## config.mk

```make
export PLATFORM = sky130hd
export DESIGN_NAME = ram_fifo_ctrl
export DESIGN_NICKNAME = d
export VERILOG_FILES = /design/src/rtl/ram_pkg.sv /design/src/rtl/ram_fifo_ctrl.sv
export SDC_FILE = /design/constraint.sdc
export NUM_CORES = 1
export LEC_CHECK = 0
export ABC_AREA = 1
export CAP_MARGIN = 40
export CORE_UTILIZATION = 48
export DETAILED_ROUTE_END_ITERATION = 7
export PLACE_DENSITY = 0.85
export RECOVER_POWER = 50
export SLEW_MARGIN = 5
export SYNTH_ARGS = -nofsm -noshare
export SYNTH_HDL_FRONTEND = slang
export SYNTH_SLANG_ARGS = --single-unit
```

## constraint.sdc

```tcl
create_clock -name clk -period 3.2 [get_ports clk]
set_input_delay 0.48 -clock clk [delete_from_list [all_inputs] [get_ports clk]]
set_output_delay 0.48 -clock clk [all_outputs]
set_load 0.05 [all_outputs]
```

## src/rtl/ram_pkg.sv

```systemverilog
// Shared RAM operation encoding, default widths and the one-op-per-cycle arbiter.
package ram_pkg;

    localparam int DEF_DATA_WIDTH = 8;
    localparam int DEF_ADDR_WIDTH = 4;

    typedef enum logic [1:0] {
        OP_IDLE  = 2'd0,
        OP_WRITE = 2'd1,
        OP_READ  = 2'd2
    } ram_op_e;

    // On a conflict the op that did not go last wins, so neither side starves.
    function automatic ram_op_e arbitrate(input logic wr_want, input logic rd_want,
                                          input ram_op_e last_op);
        if (wr_want && rd_want) return (last_op == OP_READ) ? OP_WRITE : OP_READ;
        if (wr_want)            return OP_WRITE;
        if (rd_want)            return OP_READ;
        return OP_IDLE;
    endfunction

endpackage

```

## src/rtl/ram_fifo_ctrl.sv

```systemverilog
// FIFO controller driving an external single-port synchronous RAM, with a
// registered output word prefetched from the RAM head.
module ram_fifo_ctrl
    import ram_pkg::*;
#(
    parameter int DATA_WIDTH = DEF_DATA_WIDTH,
    parameter int ADDR_WIDTH = DEF_ADDR_WIDTH
) (
    input  logic                  clk,
    input  logic                  rst,
    input  logic                  in_valid,
    output logic                  in_ready,
    input  logic [DATA_WIDTH-1:0] in_data,
    output logic                  out_valid,
    input  logic                  out_ready,
    output logic [DATA_WIDTH-1:0] out_data,
    output logic [ADDR_WIDTH:0]   level,
    output logic                  ram_we,
    output logic [ADDR_WIDTH-1:0] ram_addr,
    output logic [DATA_WIDTH-1:0] ram_din,
    input  logic [DATA_WIDTH-1:0] ram_dout
);

    localparam logic [ADDR_WIDTH:0] DEPTH_C = {1'b1, {ADDR_WIDTH{1'b0}}};

    logic [ADDR_WIDTH-1:0] wr_ptr_q, wr_ptr_d, rd_ptr_q, rd_ptr_d;
    logic [ADDR_WIDTH:0]   ram_cnt_q, ram_cnt_d;
    logic                  rd_inflight_q, rd_inflight_d;
    logic                  out_valid_q, out_valid_d;
    logic [DATA_WIDTH-1:0] out_data_q, out_data_d;
    ram_op_e               last_op_q, last_op_d, op;

    logic not_full, wr_want, rd_want;

    assign not_full = (ram_cnt_q != DEPTH_C);
    assign wr_want  = in_valid && not_full;
    // Only prefetch when the output slot will be free by the time data returns.
    assign rd_want  = (ram_cnt_q != '0) && !rd_inflight_q && (!out_valid_q || out_ready);
    assign op       = rst ? OP_IDLE : arbitrate(wr_want, rd_want, last_op_q);

    assign in_ready  = !rst && not_full && (!rd_want || last_op_q == OP_READ);
    assign ram_we    = (op == OP_WRITE);
    assign ram_addr  = ram_we ? wr_ptr_q : rd_ptr_q;
    assign ram_din   = in_data;
    assign out_valid = out_valid_q;
    assign out_data  = out_data_q;
    assign level     = ram_cnt_q + (ADDR_WIDTH+1)'(rd_inflight_q)
                                 + (ADDR_WIDTH+1)'(out_valid_q);

    always_comb begin
        wr_ptr_d      = wr_ptr_q;
        rd_ptr_d      = rd_ptr_q;
        ram_cnt_d     = ram_cnt_q;
        last_op_d     = last_op_q;
        rd_inflight_d = (op == OP_READ);
        out_valid_d   = out_valid_q;
        out_data_d    = out_data_q;
        case (op)
            OP_WRITE: begin
                wr_ptr_d  = wr_ptr_q + 1'b1;
                ram_cnt_d = ram_cnt_q + 1'b1;
                last_op_d = OP_WRITE;
            end
            OP_READ: begin
                rd_ptr_d  = rd_ptr_q + 1'b1;
                ram_cnt_d = ram_cnt_q - 1'b1;
                last_op_d = OP_READ;
            end
            default: ;
        endcase
        // A returning read always lands in a slot that is empty or being taken now.
        if (rd_inflight_q) begin
            out_data_d  = ram_dout;
            out_valid_d = 1'b1;
        end else if (out_valid_q && out_ready) begin
            out_valid_d = 1'b0;
        end
    end

    always_ff @(posedge clk) begin
        if (rst) begin
            wr_ptr_q      <= '0;
            rd_ptr_q      <= '0;
            ram_cnt_q     <= '0;
            last_op_q     <= OP_READ;
            rd_inflight_q <= 1'b0;
            out_valid_q   <= 1'b0;
            out_data_q    <= '0;
        end else begin
            wr_ptr_q      <= wr_ptr_d;
            rd_ptr_q      <= rd_ptr_d;
            ram_cnt_q     <= ram_cnt_d;
            last_op_q     <= last_op_d;
            rd_inflight_q <= rd_inflight_d;
            out_valid_q   <= out_valid_d;
            out_data_q    <= out_data_d;
        end
    end

endmodule

```

==> qor.yml <==
status: "complete, no violations"
gp_congestion: 0.8020
core-area_um2: 2590
max_clock_freq_mhz: 335.6
path_cells: "inv_1, fa_1, inv_1, ha_1, xor2_1, clkdlybuf4s50_1"
pre_cts_ws_ns: 0.3820
critPathMaxFanout: 6
worstPathRequired_ns: 2.72
post-route-min-period_ns: 2.980
cpMostUsedCell: "inv_1"
io_buffers: 31
hold_path.class: "flop to flop"
reg2reg_depth: 14
initial_utilization_pct: 52.61
nets: 245
pin_count: 48
grt_start_max_net_pins: 20
hold_depth: 1
htreeDepth: 1
synth_area_um2: 1363
tightest_slew_ns: 0.5041
final_cell_mix: "nor2_1 (33), nand2_1 (26), dfxtp_1 (25)"
synthToLayoutAreaGrowth_pct: 25.99
synth-seq-cells: 25
cp-end-kind: "output port"
dpl.hpwl_mm: 2.002
p_per_area_nw_per_um2: 893.0
grt_antenna_before_repair: 0
grt_pass1_wl_mm: 4.298
layout_setup_ws_ns: 0.2199
routed_wl_mm: 2.593
routedWlPerCell_um: 10.63
dr.pass1.iters: 4
hold_viol_final: 0
postCtsSetupRepairBufs: 0
clk_path_buf_depth: 2
die_w_um: 55.28
clk-insertion-delay-late_ns: 0.31
cts-resized-gates: 0
grt_overflow: 0
cts_buffers: 3
vias: 1193
drtIter0Drc: 22
drv_slew: 0
die_area_um2: 3056
cts.sinks: 25
crit_buf_inv: 3
ys_seq_area_share_pct: 36.73
leakagePower_uw: 0.0008126
syn_area_per_cell_um2: 7.209
drive_above_1_share_pct: 11.21
synth.distinct_cells: 23
peakVddDrop_uv: 498.5
fin_util_pct: 66.28
grt_pass1_vias: 1030
max_slew_margin_pct: 66.29
synth_fp_nets: 219
grt_use_total_pct: 17.30
holdWs_ns: 0.4700
cp-start-kind: "flop"
ys_warn_count: 0
ant_nets: 0
ctsHoldBuffers: 0
setup_viol: 0
cts_root_buf: "clkbuf_4"
cp_slowest_cell: "clkdlybuf4s50_1"
die_h_um: 55.28
rsz0062_at_grt: "false"
min_period_over_period_pct: 93.13
diodes: 0
crit_cells: 6
cts.reportedPaths.clkPinSlew_ns: 0.14
slowest_delay_ns: 0.81
rows: 18
drc_errors: 0
tritoncts: "done"
critPathTopFamily: "buffers and inverters"
via_per_inst: 4.889
finClkSkew_ns: 0.001201
mostFrequentLayoutCell: "nor2_1"
critical_path_class: "flop to output port"
critPathArrivalTime_ns: 2.50
synthesis.instances: 189
drv_cap: 0
## worst register-to-register path, cell delays in order, from the launching register on
cell and delay, ns:
dfxtp_1 0.40, nor2_1 0.17, nand4_1 0.10, nand2_1 0.08, inv_2 0.04, nand2_2 0.05
nand3_1 0.10, ha_1 0.34, ha_1 0.38, a21oi_1 0.17, nand2_1 0.09, nand2_1 0.06
nand2_1 0.04, o21ai_1 0.14, inv_1 0.05
## flip-flops by register name, summed over array words and instances (netlist names)
name and cells:
rd_inflight_q 1, out_valid 1, out_data 8, last_op_q 2
rd_ptr_q 4, wr_ptr_q 4, ram_cnt_q 5
## cell families after synthesis
logic type | count (synthesis) | synth area share [%]
DFF | 25 | 36.73
adders and majority gates | 10 | 10.29
AOI/OAI and AO/OA | 33 | 12.40
xor gates and xnor gates | 4 | 2.571
and+or+nand+nor | 76 | 23.78
buffers and inverters | 41 | 14.23
## layout make-up
cell class	count	area (um^2)
inverters	29	111.4
flip-flops and latches	25	500.5
multi-input cells	123	663.1
fillers	229	873.3
well taps	30	37.54
repair buffers	33	374.1
clock inverters	1	7.507
clock buffers	3	22.52
## through the flow
stage / area (um^2) / power (uW) / cells / TNS, ns
after floorplan: 1363 / 1149 / 189 / -0.1787
after global placement: 1693 / 1394 / 240 / 0
after detailed placement: 1693 / 1407 / 240 / 0
after CTS: 1723 / 1554 / 244 / 0
after global routing: 1717 / 1642 / 244 / 0
final: 1717 / 1533 / 244 / 0
## power by group
group / internal (uW) / switching, uW
Combinational: 337 / 596
Sequential: 389 / 65.9
Clock: 47.7 / 97.2
## synthesized netlist by cell type, drive strengths merged
cell type  instances  area, um^2
nand3              7       40.04
dfxtp             25       500.5
xor2               4       35.03
nor2              34       130.1
fa                 2       40.04
nor4               1       6.260
nand2             29       116.4
nor3               2       10.01
o21ai             20       100.1
or2                1       8.760
buf               12       82.57
ha                 8       100.1
a21oi             13       68.82
nand4              2       12.51
inv               29       111.4
## final timing paths
check | from | endpoint | slack, ns
worst min register to register | wr_ptr_q[3] | wr_ptr_q[3] | 0.47
worst max register to register | ram_cnt_q[0] | ram_cnt_q[3] | 0.90
worst max-delay path | ram_cnt_q[0] | level[2] | 0.22
worst min-delay path | wr_ptr_q[3] | wr_ptr_q[3] | 0.47
## metal layers
layer / share of wire, % / up-vias / track usage, %
met4: 0.54 / 0 / 5.714
met3: 6.4 / 4 / 2.810
met5: 0 / - / 0
li1: - / 638 / -
met1: 49 / 514 / 24.45
met2: 44 / 37 / 26.85
(Power assumes the default switching activity.)
